==> src/rtl/w_stage_grf.sv <==
// w_stage_grf: M/W pipeline register, write-data select and 32x32 general register file.
// Latency: M values reach the W outputs one edge after they are presented and commit to the GRF at the next edge.
// Backpressure: none. The register loads every cycle; the read ports bypass the in-flight W write.
// Ports:
//   clk, reset        : clock and async active-high reset
//   m_instr/m_pc/m_alu/m_dm : M-stage results captured each edge
//   w_instr, w_pc     : registered W-stage instruction and PC for the decoder
//   w_regwrite, w_a3, w_memtoreg, w_jalop : decoded write controls from the decoder
//   w_wd, w_fwd_a3    : selected write data and hazard-unit producer address
//   d_ra1/d_ra2 -> d_rd1/d_rd2 : D-stage combinational read ports
module w_stage_grf #(
  parameter logic [31:0] LINK_OFFSET = 32'd8,
  parameter logic [31:0] RESET_PC    = 32'h0000_3000
) (
  input  logic        clk,
  input  logic        reset,
  input  logic [31:0] m_instr,
  input  logic [31:0] m_pc,
  input  logic [31:0] m_alu,
  input  logic [31:0] m_dm,
  output logic [31:0] w_instr,
  output logic [31:0] w_pc,
  input  logic        w_regwrite,
  input  logic [4:0]  w_a3,
  input  logic        w_memtoreg,
  input  logic        w_jalop,
  output logic [31:0] w_wd,
  output logic [4:0]  w_fwd_a3,
  input  logic [4:0]  d_ra1,
  input  logic [4:0]  d_ra2,
  output logic [31:0] d_rd1,
  output logic [31:0] d_rd2
);

  logic [31:0] w_instr_q;
  logic [31:0] w_pc_q;
  logic [31:0] w_alu_q;
  logic [31:0] w_dm_q;
  logic [31:0] grf_q [32];
  logic [31:0] wd_d;
  logic        we_d;

  // M/W pipeline register: no stall or flush, bubbles arrive as m_instr = 0.
  always_ff @(posedge clk or posedge reset) begin
    if (reset) begin
      w_instr_q <= 32'd0;
      w_pc_q    <= RESET_PC;
      w_alu_q   <= 32'd0;
      w_dm_q    <= 32'd0;
    end else begin
      w_instr_q <= m_instr;
      w_pc_q    <= m_pc;
      w_alu_q   <= m_alu;
      w_dm_q    <= m_dm;
    end
  end

  // Link has priority over memory data, which has priority over the ALU result.
  // The link sum wraps modulo 2^32.
  always_comb begin
    wd_d = w_alu_q;
    if (w_jalop) begin
      wd_d = w_pc_q + LINK_OFFSET;
    end else if (w_memtoreg) begin
      wd_d = w_dm_q;
    end
  end

  // Writes to $0 are dropped here, so entry 0 stays at its reset value of zero.
  assign we_d = w_regwrite && (w_a3 != 5'd0);

  always_ff @(posedge clk or posedge reset) begin
    if (reset) begin
      for (int i = 0; i < 32; i++) begin
        grf_q[i] <= 32'd0;
      end
    end else if (we_d) begin
      grf_q[w_a3] <= wd_d;
    end
  end

  // Read ports: $0 is hard zero. A matching W write is bypassed so D sees it in the same cycle.
  always_comb begin
    d_rd1 = grf_q[d_ra1];
    if (d_ra1 == 5'd0) begin
      d_rd1 = 32'd0;
    end else if (w_regwrite && (w_a3 == d_ra1)) begin
      d_rd1 = wd_d;
    end
  end

  always_comb begin
    d_rd2 = grf_q[d_ra2];
    if (d_ra2 == 5'd0) begin
      d_rd2 = 32'd0;
    end else if (w_regwrite && (w_a3 == d_ra2)) begin
      d_rd2 = wd_d;
    end
  end

  assign w_instr  = w_instr_q;
  assign w_pc     = w_pc_q;
  assign w_wd     = wd_d;
  // Zero tells the hazard unit there is no producer in W.
  assign w_fwd_a3 = w_regwrite ? w_a3 : 5'd0;

endmodule

==> config.mk <==
export PLATFORM = sky130hd
export DESIGN_NAME = w_stage_grf
export DESIGN_NICKNAME = d
export VERILOG_FILES = /design/src/rtl/w_stage_grf.sv
export SDC_FILE = /design/constraint.sdc
export NUM_CORES = 2
export LEC_CHECK = 0
export CORE_MARGIN = 2
export CORE_UTILIZATION = 50
export CTS_CLUSTER_SIZE = 10
export DETAILED_ROUTE_END_ITERATION = 8
export PLACE_DENSITY_LB_ADDON = 0.25
export SLEW_MARGIN = 30
export SYNTH_ARGS = -nofsm -noshare
export SYNTH_HDL_FRONTEND = slang
export SYNTH_SLANG_ARGS = --single-unit
==> constraint.sdc <==
create_clock -name clk -period 58.1 [get_ports clk]
set_input_delay 11.62 -clock clk [delete_from_list [all_inputs] [get_ports clk]]
set_output_delay 11.62 -clock clk [all_outputs]
set_load 0.01 [all_outputs]
Word level (Yosys, flattened, before mapping)
Index checks and enable logic that the tools add are counted.
{ "classes": {"bitwise": 3, "n_lt_le_gt_ge": 4, "add_sub_neg": 1, "eq_ne": 2, "reduce_logical": 7, "muxes": 16} }
{ "op_table": {"columns": ["cell", "count"], "rows": [
  ["$bwmux W1024", 1],
  ["$mux W32", 11],
  ["$bmux W32 S5", 2],
  ["$demux W32 S5", 1],
  ["$add A32 B4 Y32 const B", 1],
  ["$ge A6 B6 Y1 const B", 3],
  ["$not A5 Y6", 3],
  ["$eq A5 B5 Y1", 2],
  ["$logic_not A5 Y1", 2],
  ["$lt A6 B1 Y1 const B", 1],
  ["$mux W5", 1],
  ["$reduce_bool A5 Y1", 1],
  ["$logic_and A1 B1 Y1", 4]
]} }
{ "totals": {"regBits": 1152, "elab_cells": 69, "out_inout_bits": 165} }

Longest topological paths before layout
{ "depth": {"ltp_word": 6, "mapped_depth": 12, "depth_no_buf": 7} }

Worst setup path before layout
No wires, ideal clock.
{ "synth_path": {"path_kind": "input-to-output", "from": "input d_ra1[0]", "to": "output d_rd1[11]", "t_required_ns": 46.480, "path_slack_ns": 32.658, "path_stages": 8, "t_arrival_ns": 13.822, "path_cell_list": "buf_2 -> buf_2 -> buf_2 -> buf_2 -> mux4_2 -> a211o_1 -> a32oi_1 -> o21ai_0"} }
{ "synth_via": {"elab_chain_len": 6} }
{ "synth_rtl": {"columns": ["item", "line", "rtl"], "rows": [
  ["start: declaration", "29", "input logic [4:0] d_ra1,"],
  ["$not A5 Y6 (implied by the code)", "84", "d_rd1 = grf_q[d_ra1];"],
  ["$bmux W32 S5", "84", null],
  ["$mux W32 (implied by the code) (2 in series)", "84", null],
  ["$mux W32", "87", "end else if (w_regwrite && (w_a3 == d_ra1)) begin"],
  ["$mux W32 (*)", "85", "if (d_ra1 == 5'd0) begin"],
  ["end: declaration", "31", "output logic [31:0] d_rd1,"]
]} }
Mark *: on every way between the ends. The rest lies on a longest branch, timed or not. The select of a mux whose other input is x is not followed.

Worst setup path in the final report
{ "layout_path": {"from": "input d_ra1[0]", "to": "output d_rd1[22]"} }
The elaborated chain is that of the path after synthesis.

==> results.md <==
- Synth top cells by count: 1150 x dfrtp_1, 1083 x nand2_1, 982 x o21ai_0
- Seq pwr share: 0.454
- PwrDens: 35.1 nW/um2
- Die ar.: 117000 um2
- Via Count: 43100
- # Max-Cap Violations: 0
- NumNets Final: 5244
- Skew final: 0.0330 ns
- Reg area: 28800 um2
- Detailed placement HPWL: 116 mm
- FILL cells: 9515
- Total of cells resized after clock tree synthesis: 0
- Die height: around 340 um
- Share of the synthesized area in the top cell type: 0.503
- Worst hold start: grf_q[1000]$_DFFE_PP0P_
- Worst Hold Path EP: grf_q[1000]$_DFFE_PP0P_
- Clock transition at the registers of the reported paths: roughly 0.050 ns
- Post-synthesis cell area: 57200 um2
- DR WL met2: roughly 85 mm
- Clock Path Buffers: 3
- Cts hold-fix bufs: 0
- Worst hold path type: register to register
- WHS Path Cells: 0
- I/O Pins: 313
- DRT Pass-1 Iters: 5
- Internal power: 1630 uW
- Top-count cell post-synth: dfrtp_1
- Largest net degree at the start of global routing: 178
- Top cell type by total area after synthesis: dfrtp_1
- Core area: around 110000 um2
- Clk root buf: clkbuf_16
- Reg2reg path depth: 7
- Initial DRC count: 4716
- Via density: 6.47
- Switching Share: 0.290
- Critical path data required time: around 46 ns
- Tot GR Track Use: 0.330
- Final wirelength: 189 mm
- Max-slew headroom: 0.297
- Final hold viol count: 0
- Setup WS post-layout: between 20 and 30 ns
- Max FO, Critical Path: 83
- Reg2reg start: w_pc[13]$_DFF_PP1_
- Global route total overflow: 0
- Worst-Margin Slew: 1.03 ns
- Share of layout cells above drive strength 1: 0.177
- Number of nets with antenna violations after routing: 0
- Setup Buffers After CTS: 0
- Fin Hold WS: approximately 0.39 ns
- Combinational share of power: 0.202
- Final period util: 0.485
- First-pass GRT wire length: 285 mm
- FF-to-FF setup slack: 55.18 ns
- Pleak: 0.0281 uW
- Row cnt: 124
- Total power: 2300 uW
- Vias in the first global route: 43200
- Unrepaired setup endpoints after global routing: no
- Multi-input logic area: 26400 um2
- Gpl congestion: ~0.88
- Met3 Wirelength: ~22 mm
- Per-cell routed wire length: 28.3 um
- Die Span X: 342 um
- Synth warn: 0
- Psw: 668 uW
- Starting Density: 0.503
- Prevailing post-synth register cell: dfrtp_1
- Sink Count: 1152
- Top cells by area, synth: dfrtp_1 50%, mux4_2 20%, o21ai_0 8.6%, nand2_1 7.1%, mux2i_1 2.8%
- # setup viols final: 0
- Initial antenna violation count: 5
- Setup TNS: 0 ns
- Endpoint type of the worst setup path: primary output
- Syn nets: 5185
- Clock network power share: 0.344
- Syn Area/Cell: approximately 11 um2
- Met1 Wirelength: 73.5 mm
- TritonCTS clock tree: done
- VDD IR max: 0.0000304 V
- CP arrival: roughly 17 ns
- Reg2reg end: grf_q[191]$_DFFE_PP0P_
- Share of synthesized registers carrying an async set or reset: 1.00
- Status: complete, no violations
- CTS Buf Count: 138
- Critical path class: input pin to primary output
- Layout area overhead: 14.5%
- Buffers on Ports: about 310
- End-of-flow core utilization: 0.575
- Skew-Pair Late Insertion Delay: 0.76 ns
- Residual DRC: 0
- Synth cell types: 59
- Yosys reg bits: 1152
- Final Max Slew Viols: 0
- Post-synth EDFFs: 0
- Top layer in use: met5
- Pre-CTS worst setup slack: 29.90 ns
- Part of the Yosys area used for sequential elements: 0.504
- Critical path startpoint category: input pin
- Max Clk Rate: 35.5 MHz
- Final worst path period need: 28.21 ns
- Cells after Synth: 5036
- H-tree depth: 4
flip-flops by register name, summed over array words and instances, names as in the netlist:
| register | flops |
|---|---|
| grf_q | 1024 |
| w_pc | 32 |
| w_dm_q | 32 |
| w_alu_q | 32 |
| w_instr | 32 |
cell usage in the layout, fill, tap and decap left out, types with 14 or more instances in the layout:
master           netlist  final
nor2b_1               37     36
nor3_1                34     32
a22o_1                29     29
and2_1                21     21
a211oi_1              39     38
o21ai_0              982    979
dfrtp_1             1150   1150
a21oi_1               47     26
xor2_1                16     16
clkdlybuf4s50_1        0    301
o21ai_1               41     38
mux2i_1              158    158
buf_4                 12    118
o22ai_1               27     27
inv_1                 37     36
a22oi_1               29     29
a221oi_1              30     30
nand2_2                0     32
mux4_2               521    521
xnor2_1               18     18
nand2_1             1083   1051
clkbuf_1             409     34
clkbuf_16              0    141
a21oi_2                1     14
nand3_1               22     22
nor2_1                54     52
worst max path at each step:
stage | start | endpoint
final | d_ra1[0] | d_rd1[22]
after global routing | d_ra1[0] | d_rd1[22]
after detailed placement | d_ra1[0] | d_rd1[24]
after floorplan | reset | grf_q[0]$_DFFE_PP0P_
after global placement | d_ra1[0] | d_rd1[22]
after CTS | d_ra1[0] | d_rd1[24]
routing by layer:
layer	GRT usage	vias up
met4	0.146	6
li1	-	18300
met3	0.0925	505
met1	0.454	21900
met5	0	-
met2	0.491	2355
kinds of logic after synthesis:
kind of cell | Yosys count | synth area share
XOR/XNOR | 34 | 0.00520
flip-flops | 1152 | 0.504
AND/OR/NAND/NOR | 1304 | 0.0925
adder cells (fa/ha/maj) | 1 | 0.000219
AO/OA/AOI/OAI | 1294 | 0.125
multiplexers | 685 | 0.234
buffers and inverters | 566 | 0.0399
power groups by stage:
| stage | Clock (uW) | Sequential [uW] | Combinational, uW |
|---|---|---|---|
| floorplan | 0 | 1030 | 322 |
| global placement | 0 | 1050 | 448 |
| detailed placement | 0 | 1060 | 461 |
| CTS | 802 | 1040 | 462 |
| global route | 833 | 1060 | 508 |
| finish | 791 | 1050 | 465 |
area by class of cell:
type,count,share of cell area
Sequential cell,1152,0.440
Clock buffer,183,0.0575
Timing Repair Buffer,444,0.0651
Inverter,41,0.00246
Multi-Input combinational cell,3318,0.403
Clock inverter,12,0.00260
Tap cell,1512,0.0289
Antenna cell,3,0.000115
worst max-delay path, cell delays in order:
cell and delay, ns:
buf_8 0.41, buf_4 0.74, buf_12 0.58, buf_4 0.64, mux4_2 0.60, mux4_2 0.46, and2_1 0.19, o31ai_1 0.33
a21oi_1 0.09, clkdlybuf4s50_1 0.52
stage by stage:
| step | instance area [um2] | cells |
|---|---|---|
| global route | 65500 | 6664 |
| CTS | 65400 | 6659 |
| floorplan | 57200 | 5036 |
| global placement | 61400 | 6460 |
| finish | 65500 | 6665 |
| detailed placement | 61500 | 6464 |
Note: power is estimated with default switching activity, not from simulation.
